### config.mk
export PLATFORM = sky130hd
export DESIGN_NAME = pe_mac_unit_flat
export DESIGN_NICKNAME = d
export VERILOG_FILES = /design/src/rtl/pe_mac_unit_if.sv /design/src/rtl/pe_mac_unit.sv /design/src/flat_wrapper.sv
export SDC_FILE = /design/constraint.sdc
export NUM_CORES = 1
export LEC_CHECK = 0
export ABC_AREA = 1
export CORE_UTILIZATION = 56
export CTS_CLUSTER_SIZE = 30
export DETAILED_ROUTE_END_ITERATION = 7
export GPL_ROUTABILITY_DRIVEN = 0
export HOLD_SLACK_MARGIN = 0.05
export PLACE_DENSITY = 0.79
export SYNTH_ARGS = -nofsm -noshare
export SYNTH_HDL_FRONTEND = slang
export SYNTH_SLANG_ARGS = --single-unit
### constraint.sdc
create_clock -name clk_i -period 5.1 [get_ports clk_i]
set_clock_uncertainty 0.2 [all_clocks]
set_input_delay 0.51 -clock clk_i [delete_from_list [all_inputs] [get_ports clk_i]]
set_output_delay 0.51 -clock clk_i [all_outputs]
set_load 0.01 [all_outputs]
### src/rtl/pe_mac_unit_if.sv
// Operand/result bundle for one systolic MAC tile.
// master drives operands and clr; slave is the processing element.
interface pe_mac_unit_if #(
    parameter int unsigned DATA_WIDTH = 8,
    parameter int unsigned BUS_WIDTH  = 32
);
    logic signed [DATA_WIDTH-1:0] north_i;
    logic signed [DATA_WIDTH-1:0] west_i;
    logic                         clr;
    logic signed [DATA_WIDTH-1:0] south_o;
    logic signed [DATA_WIDTH-1:0] east_o;
    logic signed [BUS_WIDTH-1:0]  res_o;
    logic                         ouflow_o;

    modport master (
        output north_i, west_i, clr,
        input  south_o, east_o, res_o, ouflow_o
    );

    modport slave (
        input  north_i, west_i, clr,
        output south_o, east_o, res_o, ouflow_o
    );
endinterface

### src/rtl/pe_mac_unit.sv
// Systolic PE: forwards operands one hop south/east and accumulates their signed product.
// Define PE_SATURATE_EN to clamp the accumulator on overflow instead of wrapping.
module pe_mac_unit #(
    parameter int unsigned DATA_WIDTH = 8,
    parameter int unsigned BUS_WIDTH  = 32
) (
    input  logic         clk_i,
    input  logic         rst_i,
    pe_mac_unit_if.slave bus
);
    localparam int unsigned PROD_WIDTH = 2 * DATA_WIDTH;
    localparam logic signed [BUS_WIDTH-1:0] ACC_MAX = {1'b0, {(BUS_WIDTH-1){1'b1}}};
    localparam logic signed [BUS_WIDTH-1:0] ACC_MIN = {1'b1, {(BUS_WIDTH-1){1'b0}}};

    logic signed [DATA_WIDTH-1:0] a1;
    logic signed [DATA_WIDTH-1:0] b1;
    logic                         c1;
    logic signed [PROD_WIDTH-1:0] p2;
    logic                         c2;
    logic signed [BUS_WIDTH-1:0]  acc;
    logic                         ouflow;

    logic signed [PROD_WIDTH-1:0] a1_ext_c;
    logic signed [PROD_WIDTH-1:0] b1_ext_c;
    logic signed [BUS_WIDTH-1:0]  p2_ext_c;
    logic signed [BUS_WIDTH-1:0]  sum_c;
    logic signed [BUS_WIDTH-1:0]  acc_nxt_c;
    logic                         ovf_c;

    // Widen both operands first so the product is the full signed result.
    always_comb begin
        a1_ext_c = PROD_WIDTH'(a1);
        b1_ext_c = PROD_WIDTH'(b1);
    end

    // Accumulate step: overflow when equal-sign addends produce a sum of the other sign.
    always_comb begin
        p2_ext_c  = BUS_WIDTH'(p2);
        sum_c     = acc + p2_ext_c;
        ovf_c     = (acc[BUS_WIDTH-1] == p2_ext_c[BUS_WIDTH-1]) &&
                    (sum_c[BUS_WIDTH-1] != acc[BUS_WIDTH-1]);
        acc_nxt_c = sum_c;
`ifdef PE_SATURATE_EN
        if (ovf_c) begin
            acc_nxt_c = acc[BUS_WIDTH-1] ? ACC_MIN : ACC_MAX;
        end
`endif
    end

    // Three-stage pipeline; clr rides with its operands and acts at S3.
    always_ff @(posedge clk_i) begin
        if (rst_i) begin
            a1     <= '0;
            b1     <= '0;
            c1     <= 1'b0;
            p2     <= '0;
            c2     <= 1'b0;
            acc    <= '0;
            ouflow <= 1'b0;
        end else begin
            a1 <= bus.north_i;
            b1 <= bus.west_i;
            c1 <= bus.clr;
            p2 <= a1_ext_c * b1_ext_c;
            c2 <= c1;
            if (c2) begin
                acc    <= '0;
                ouflow <= 1'b0;
            end else begin
                acc <= acc_nxt_c;
                if (ovf_c) begin
                    ouflow <= 1'b1;
                end
            end
        end
    end

    assign bus.south_o  = a1;
    assign bus.east_o   = b1;
    assign bus.res_o    = acc;
    assign bus.ouflow_o = ouflow;
endmodule

### src/flat_wrapper.sv
// flat-port wrapper written by rule: the top's interface ports become plain ports
module pe_mac_unit_flat 
#(
    parameter int unsigned DATA_WIDTH = 8,
    parameter int unsigned BUS_WIDTH  = 32
)
  (clk_i, rst_i, bus_north_i, bus_west_i, bus_clr, bus_south_o, bus_east_o, bus_res_o, bus_ouflow_o);
  pe_mac_unit_if #(.DATA_WIDTH(DATA_WIDTH), .BUS_WIDTH(BUS_WIDTH)) bus_i ();
  input  logic clk_i;
  input  logic rst_i;
  input wire logic [$bits(bus_i.north_i)-1:0] bus_north_i;
  input wire logic [$bits(bus_i.west_i)-1:0] bus_west_i;
  input wire logic [$bits(bus_i.clr)-1:0] bus_clr;
  output wire logic [$bits(bus_i.south_o)-1:0] bus_south_o;
  output wire logic [$bits(bus_i.east_o)-1:0] bus_east_o;
  output wire logic [$bits(bus_i.res_o)-1:0] bus_res_o;
  output wire logic [$bits(bus_i.ouflow_o)-1:0] bus_ouflow_o;
  assign bus_i.north_i = bus_north_i;
  assign bus_i.west_i = bus_west_i;
  assign bus_i.clr = bus_clr;
  assign bus_south_o = bus_i.south_o;
  assign bus_east_o = bus_i.east_o;
  assign bus_res_o = bus_i.res_o;
  assign bus_ouflow_o = bus_i.ouflow_o;
  pe_mac_unit #(.DATA_WIDTH(DATA_WIDTH), .BUS_WIDTH(BUS_WIDTH)) u_core (.clk_i(clk_i), .rst_i(rst_i), .bus(bus_i));
endmodule
# [Word-level counts from Yosys, hierarchy flattened]
# Index checks and enable logic that the tools add are counted.
[classes] n_addsub=1 mul=1 n_div=0 magnitude_cmp=0 eq_ne=2 n_shift=0 muxes=0 bitwise=0 reduce_logical=2
[ops] operator="$add A32 B16 Y32" n=1
[ops] operator="$mul A8 B8 Y16" n=1
[ops] operator="$reduce_or A2 Y1" n=1
[ops] operator="$eq A1 B1 Y1" n=1
[ops] operator="$logic_and A1 B1 Y1" n=1
[ops] operator="$ne A1 B1 Y1" n=1
[totals] ff_bits=67 latch_bits=0 ramBits=0 romBits=0 inputBits=19 output_inout_bits=49 memories=0

# [Longest topological paths before layout]
# Gate-level depths: netlist of run 1.
[depth] ltp_word=3 ltp_mapped=21

# [Least setup slack after synthesis of run 1]
# No wires, ideal clock.
[synth_path] kind="register -> register" startpoint="register u_core.b1[2] (netlist: u_core.bus.east_o[2])" endpoint="register u_core.p2[15]" t_arrival_ns=4.146 required_time_ns=4.787 setup_slack_ns=0.641 stages_incl_launch_ff=18 period_less_slack_ns=4.459 cell_sequence="dfxtp_1 -> clkbuf_1 -> nand2_1 -> fa_1 -> inv_1 -> fa_1 -> inv_1 -> fa_1 -> fa_1 -> inv_1 -> ha_1 -> a21o_1 -> a31oi_1 -> o21ai_0 -> nor2_1 -> nand2_1 -> nand2_1 -> nor2_1"
[synth_between] elab_chain_cells=1
[synth_rtl] item="start, declared" line_no="pe_mac_unit.sv:16" rtl="logic signed [DATA_WIDTH-1:0] b1;"
[synth_rtl] item="start signal, assigned" line_no="pe_mac_unit.sv:62" rtl="b1 <= bus.west_i;"
[synth_rtl] item="$mul A8 B8 Y16" line_no="pe_mac_unit.sv:64" rtl="p2 <= a1_ext_c * b1_ext_c;"
[synth_rtl] item="end signal, assigned" line_no="pe_mac_unit.sv:64"
[synth_rtl] item="end, declared" line_no="pe_mac_unit.sv:18" rtl="logic signed [PROD_WIDTH-1:0] p2;"
# No other way between the ends.
# A chain may end at the register's enable or synchronous reset.

# [Worst setup path after layout of run 1]
# Same ends and word-level chain as after synthesis.

==> results of run 1 <==
==> cells by family after synthesis <==
logic type	synth area share [%]
fa+ha+maj	29.06
compound gates	10.39
xor+xnor	1.088
flops	20.82
simple gates	24.26
buf+inv	14.37
==> cells in the final DEF, fill, tap and decap left out, drive strengths merged, types with 8 or more instances in the layout <==
| master | Yosys | routed |
|---|---|---|
| fa | 56 | 56 |
| a21oi | 68 | 68 |
| clkbuf | 19 | 9 |
| nand3 | 21 | 21 |
| ha | 60 | 60 |
| nor2 | 112 | 112 |
| clkdlybuf4s50 | 0 | 67 |
| nor3 | 13 | 13 |
| nand2 | 229 | 229 |
| o21ai | 39 | 39 |
| o21bai | 8 | 8 |
| dfxtp | 67 | 67 |
| inv | 225 | 228 |
==> state kept, by name, indices dropped and copies added, names as in the netlist <==
signal and count:
u_core.bus.east_o 8, u_core.bus.ouflow_o 1, u_core.bus.res_o 32, u_core.bus.south_o 8, u_core.c1 1, u_core.c2 1, u_core.p2 16
==> through the flow <==
| stage | worst slack, ns | area [µm²] |
|---|---|---|
| after CTS | 0.4102 | 7537 |
| final | 0.4182 | 7537 |
| after global placement | 0.5928 | 7228 |
| after global routing | 0.1120 | 7537 |
| after floorplan | 0.6413 | 6441 |
| after detailed placement | 0.4250 | 7228 |
==> final cells by class <==
type	instances	area share, %
multi-input cells	636	55.38
inverters	225	11.21
repair buffers	70	9.197
flip-flops and latches	67	17.80
well taps	140	2.324
clock inverters	7	1.112
clock buffers	9	2.988
==> critical path: cells and delay by family (launching register included) <==
kind            cells  cell delay, ns
simple gates        5            0.53
fa+ha+maj           5            2.65
compound gates      3            0.47
flops               1            0.50
buf+inv             3            0.23
==> per-layer routing <==
metal  up-vias  part of all wire, %
li1       2990                    -
met1      2646                   44
met2       134                   50
met3        38                  3.4
met4         0                  3.3
met5         -                    0
==> power groups by stage <==
stage / Clock [µW] / Sequential [µW] / Combinational, µW
after floorplan: 0 / 727 / 708
after global placement: 0 / 722 / 1040
after detailed placement: 0 / 724 / 1070
after CTS: 657 / 712 / 1080
after global routing: 681 / 724 / 1230
final: 649 / 711 / 1080
==> final timing paths <==
| path | end | slack [ns] | cells after the start |
|---|---|---|---|
| worst max-delay path | u_core.p2[15] | 0.42 | 16 |
| worst min-delay path | u_core.c2 | 0.21 | 2 |
| worst max register to register | u_core.p2[15] | 0.42 | 16 |
| worst min register to register | u_core.c2 | 0.21 | 2 |
==> flow_metrics.env, run 1 <==
export IMPL_drv_cap=0
export IMPL_grt_pass1_wl_um=24720
export IMPL_synthFlopType="dfxtp_1"
export IMPL_clockPowerShare_pct=26.6
export IMPL_start_util_pct=58.39
export IMPL_met1_usage_pct=31.17
export IMPL_cts_htree_levels=3
export IMPL_cts_resized=0
export IMPL_ant_nets=0
export IMPL_slew_viol_final=0
export IMPL_synth_top_cells_by_count="inv_1 (225), nand2_1 (217), nor2_1 (112)"
export IMPL_busiest_layer="met2"
export IMPL_startpoint="u_core.bus.east_o[2]"
export IMPL_crit_top_cell="fa_1"
export IMPL_drtIter0Drc=270
export IMPL_cts_tree="built"
export IMPL_hold_buffers=0
export IMPL_ios=68
export IMPL_synthDominantCellAreaShare_pct=20.82
export IMPL_fin_util_pct=68.33
export IMPL_r2r_start="u_core.bus.east_o[2]"
export IMPL_cp_arrival_ns=4.72
export IMPL_powerDensity_nw_per_um2=323.1
export IMPL_grt_use_total_pct=26.88
export IMPL_clkSlewWorstSetupHoldPaths_ns=0.06
export IMPL_post_cts_buffers=0
export IMPL_tns_ns=0
export IMPL_setup_viol=0
export IMPL_maxSlewHeadroom_pct=41.65
export IMPL_path_cells="nand2_1, fa_1, inv_1, fa_1, inv_1, fa_1, fa_1, inv_1, ha_1, a21o_1, a31oi_1, o21ai_0, nor2_1, nand2_1, nand2_1, nor2_1"
export IMPL_critPathMaxFanout=9
export IMPL_fillers=982
export IMPL_drive_gt1_share_pct=3.748
export IMPL_finalCritPeriodShare_pct=91.80
export IMPL_drcViolationCount=0
export IMPL_max_freq_mhz=213.6
export IMPL_switchingPower_uw=974.6
export IMPL_die_width_um=109.2
export IMPL_p_comb_share_pct=44.2
export IMPL_yosys_area_top_type="dfxtp_1"
export IMPL_fin_crit_ns=4.682
export IMPL_synthTopCellsByArea="dfxtp_1 (21%), fa_1 (17%), inv_1 (13%)"
export IMPL_diodes=0
export IMPL_dp_hpwl_um=12110
export IMPL_antenna_found_initial=0
export IMPL_grt_ovfl_total=0
export IMPL_fp_row_count=38
export IMPL_synth_nets=1084
export IMPL_finalHoldViolations=0
export IMPL_grt_util_met2_pct=48.61
export IMPL_yosysWarnings=0
export IMPL_cts_buffers=9
export IMPL_clock_sinks=67
export IMPL_coreArea_um2=11030
export IMPL_status="completed"
export IMPL_p_int_uw=1461
export IMPL_ys_seq_area_share_pct=20.82
export IMPL_critPathKind="flip-flop to flip-flop"
export IMPL_p_leak_uw=0.004096
export IMPL_ir_worst_vdd_mv=0.2708
export IMPL_vias_per_cell=5.033
export IMPL_dp_cells=1138
export IMPL_synth_cell_types=28
export IMPL_synth_most_common_cell="inv_1"
export IMPL_start_kind="flip-flop"
export IMPL_multi_input_area_um2=4174
export IMPL_finalNetCount=1144
export IMPL_synth_cells=949
export IMPL_slowest_stage="fa_1"
export IMPL_cp_end_kind="flip-flop"
export IMPL_avgSynthCellArea_um2=6.787
export IMPL_rsz0062_at_grt="false"
export IMPL_min_path_type="flip-flop to flip-flop"
export IMPL_seqPwrFrac_pct=29.2
export IMPL_io_buffer_count=67
export IMPL_hold_start="u_core.c1"
export IMPL_use_met3_pct=4.005
export IMPL_finalPower_uw=2435
export IMPL_max_stage_delay_ns=0.69
export IMPL_synth_edff_count=0
export IMPL_finalNonFillerCells=1154
export IMPL_required_ns=5.14
export IMPL_dr_pass1_iters=5
export IMPL_synth_seq_cells=67
export IMPL_die_h_um=109.2
export IMPL_vias=5808
export IMPL_regArea_um2=1341
export IMPL_postSynth_asyncResetShare_pct=0
export IMPL_whs_ns=0.2082
export IMPL_wire_per_inst_um=12.71
export IMPL_grt_max_degree=27
export IMPL_p_sw_share_pct=40.02
export IMPL_worst_pin_slew_ns=0.8725
export IMPL_die_area_um2=11930
export IMPL_syn_area_um2=6441
export IMPL_clk_path_buf_depth=2
export IMPL_clk_insertion_delay_late_ns=0.35
export IMPL_synthToLayoutAreaGrowth_pct=17.02
export IMPL_wl_um=14670
export IMPL_first_global_vias=5628
export IMPL_cts_root_buffer="clkbuf_16"
Note: power is estimated with default switching activity, not from simulation.
==> inputs of run 2 (changes only) <==
--- a/config.mk
+++ b/config.mk
@@ -6,12 +6,14 @@
 export NUM_CORES = 1
 export LEC_CHECK = 0
 export ABC_AREA = 1
-export CORE_UTILIZATION = 56
+export CELL_PAD_IN_SITES_DETAIL_PLACEMENT = 1
+export CELL_PAD_IN_SITES_GLOBAL_PLACEMENT = 1
+export CORE_UTILIZATION = 42
 export CTS_CLUSTER_SIZE = 30
 export DETAILED_ROUTE_END_ITERATION = 7
 export GPL_ROUTABILITY_DRIVEN = 0
 export HOLD_SLACK_MARGIN = 0.05
-export PLACE_DENSITY = 0.79
+export PLACE_DENSITY_LB_ADDON = 0.1
 export SYNTH_ARGS = -nofsm -noshare
 export SYNTH_HDL_FRONTEND = slang
 export SYNTH_SLANG_ARGS = --single-unit
==> run 2 against run 1 <==
Net effect:
- critical path depth stayed put
- combinational power hardly changed
- non-clock buffer count stayed put
- sequential share of layout area is 0.12 points lower
- sequential power is 0.8% higher
- hold slack worse by 0.0059 ns
- first-iteration DRC count is 34% lower
- core utilization is 17 points lower
- design area is 0.70% higher
- global-route usage is 2.7 points lower
- routed wire length is 19% higher
- die area is 33% higher
- critical path type unchanged
- highest routed layer unchanged
==> flow_metrics.env, run 2 (same netlist as run 1, synthesis figures left out) <==
export IMPL_status="completed"
export IMPL_reg2reg_depth=16
export IMPL_synthToLayoutAreaGrowth_pct=17.83
export IMPL_detailedPlace_worstSlack_ns=0.4450
export IMPL_post_cts_buffers=0
export IMPL_drive_gt1_share_pct=3.846
export IMPL_wire_per_inst_um=14.63
export IMPL_critPathKind="flip-flop to flip-flop"
export IMPL_max_stage_delay_ns=0.69
export IMPL_grt_max_degree=29
export IMPL_setup_viol=0
export IMPL_dp_hpwl_um=14570
export IMPL_io_buffer_count=67
export IMPL_tns_ns=0
export IMPL_fin_crit_ns=4.612
export IMPL_ant_nets=0
export IMPL_final_cell_mix="inv_1 (225), nand2_1 (217), nor2_1 (111)"
export IMPL_startpoint="u_core.bus.east_o[3]"
export IMPL_cp_endpoint="u_core.p2[15]"
export IMPL_first_global_vias=6415
export IMPL_path_buf_inv=3
export IMPL_path_cells="nand2_1, fa_1, inv_1, fa_1, inv_1, fa_1, fa_1, inv_1, ha_1, a21o_1, a31oi_1, o21ai_0, nor2_1, nand2_1, nand2_1, nor2_1"
export IMPL_cp_end_kind="flip-flop"
export IMPL_min_path_type="flip-flop to flip-flop"
export IMPL_largest_reg_flops=32
export IMPL_cp_depth=16
export IMPL_fp_row_count=44
export IMPL_finalNetCount=1144
export IMPL_crit_family="adder cells"
export IMPL_max_freq_mhz=216.8
export IMPL_start_util_pct=43.66
export IMPL_r2r_setup_slack_ns=0.49
export IMPL_crit_top_cell="fa_1"
export IMPL_finalPower_uw=2472
export IMPL_finalCritPeriodShare_pct=90.44
export IMPL_die_area_um2=15840
export IMPL_setup_slack_ns=0.4877
export IMPL_maxSlewHeadroom_pct=36.09
export IMPL_hold_buffers=0
export IMPL_cts_tree="built"
export IMPL_cts_resized=0
export IMPL_antenna_found_initial=0
export IMPL_grt_ovfl_total=0
export IMPL_grt_use_total_pct=24.17
export IMPL_slowest_stage="fa_1"
export IMPL_dr_pass1_iters=4
export IMPL_p_leak_uw=0.004096
export IMPL_cts_htree_levels=3
export IMPL_layout_commonest_cell="inv_1"
export IMPL_cts_root_buffer="clkbuf_16"
export IMPL_r2r_start="u_core.bus.east_o[3]"
export IMPL_worst_pin_slew_ns=0.9556
export IMPL_cp_arrival_ns=4.65
export IMPL_cts_buffers=9
export IMPL_ios=68
export IMPL_finalHoldViolations=0
export IMPL_die_h_um=125.8
export IMPL_start_kind="flip-flop"
export IMPL_rsz0062_at_grt="false"
export IMPL_worstReg2RegEnd="u_core.p2[15]"
export IMPL_powerDensity_nw_per_um2=325.7
export IMPL_vias_per_cell=4.918
export IMPL_wl_um=17530
export IMPL_vias=5892
export IMPL_clk_insertion_delay_late_ns=0.35
export IMPL_critPathMaxFanout=9
export IMPL_diodes=0
export IMPL_drtIter0Drc=179
export IMPL_drcViolationCount=0
export IMPL_drv_cap=0
export IMPL_coreArea_um2=14750
export IMPL_slew_viol_final=0
export IMPL_die_width_um=125.8
export IMPL_clock_sinks=67
export IMPL_grt_pass1_wl_um=30130
export IMPL_ir_worst_vdd_mv=0.1835
export IMPL_required_ns=5.14
export IMPL_clkSlewWorstSetupHoldPaths_ns=0.06
export IMPL_clk_path_buf_depth=2
## run 2: changes by cell type in the layout (fill, tap and decap cells not counted), sizes merged
cell	previous run	this run
clkbuf	9	10
clkinv	2	4
inv	228	225
## run 2: report_power, final
part | switching [µW] | total (µW) | internal [µW]
clock network | 253 | 645 | 392
registers | 90.7 | 717 | 627
logic | 659 | 1110 | 450
total | 1000 | 2470 | 1470
## run 2: worst register-to-register path, stage by stage, from the launching register on
cell and delay (ns):
dfxtp_1 0.50, nand2_1 0.19, fa_1 0.69, inv_1 0.14, fa_1 0.54, inv_1 0.05, fa_1 0.50, fa_1 0.54
inv_1 0.04, ha_1 0.37, a21o_1 0.22, a31oi_1 0.11, o21ai_0 0.09, nor2_1 0.13, nand2_1 0.07, nand2_1 0.07
nor2_1 0.05
## run 2: layer usage
layer	global-route usage, %	vias up	part of all wire (%)
met4	7.016	0	2.0
met2	47.48	69	53
met3	3.568	16	2.6
li1	-	2986	-
met5	0	-	0
met1	26.63	2821	42
## run 2: final cells by class
cell class / instances / area (µm²)
Fill cell: 1953 / 7164
Clock inverter: 6 / 65.06
Clock buffer: 10 / 239.0
Multi-Input combinational cell: 636 / 4177
Tap cell: 184 / 230.2
Sequential cell: 67 / 1341
Inverter: 225 / 844.6
Timing Repair Buffer: 70 / 693.2
## run 2: how the worst min path moves through the flow
stage	end	from	cells past startpoint	slack [ns]
4_1_cts	u_core.c2	u_core.c1	2	0.21
3_3_place_gp	u_core.c2	u_core.c1	2	0.19
5_1_grt	u_core.c2	u_core.c1	2	0.23
2_1_floorplan	u_core.c2	u_core.c1	2	0.19
3_5_place_dp	u_core.c2	u_core.c1	2	0.20
6_report	u_core.c2	u_core.c1	2	0.20
## run 2: metrics by stage
step | util (%) | hold WS [ns] | std cells | area [µm²]
after floorplan | - | 0.1883 | 949 | 6441
after global placement | 49.38 | 0.1943 | 1182 | 7286
after detailed placement | 49.38 | 0.1963 | 1182 | 7286
after CTS | 51.44 | 0.2074 | 1198 | 7590
after global routing | 51.44 | 0.2262 | 1198 | 7590
final | 51.44 | 0.2023 | 1198 | 7590
==> inputs of run 3 (changes only) <==
--- a/config.mk
+++ b/config.mk
@@ -6,6 +6,7 @@
 export NUM_CORES = 1
 export LEC_CHECK = 0
 export ABC_AREA = 1
+export CAP_MARGIN = 10
 export CELL_PAD_IN_SITES_DETAIL_PLACEMENT = 1
 export CELL_PAD_IN_SITES_GLOBAL_PLACEMENT = 1
 export CORE_UTILIZATION = 42
==> results of run 3 <==
Same layout as run 2: the final DEF is identical, and so are final timing and power.
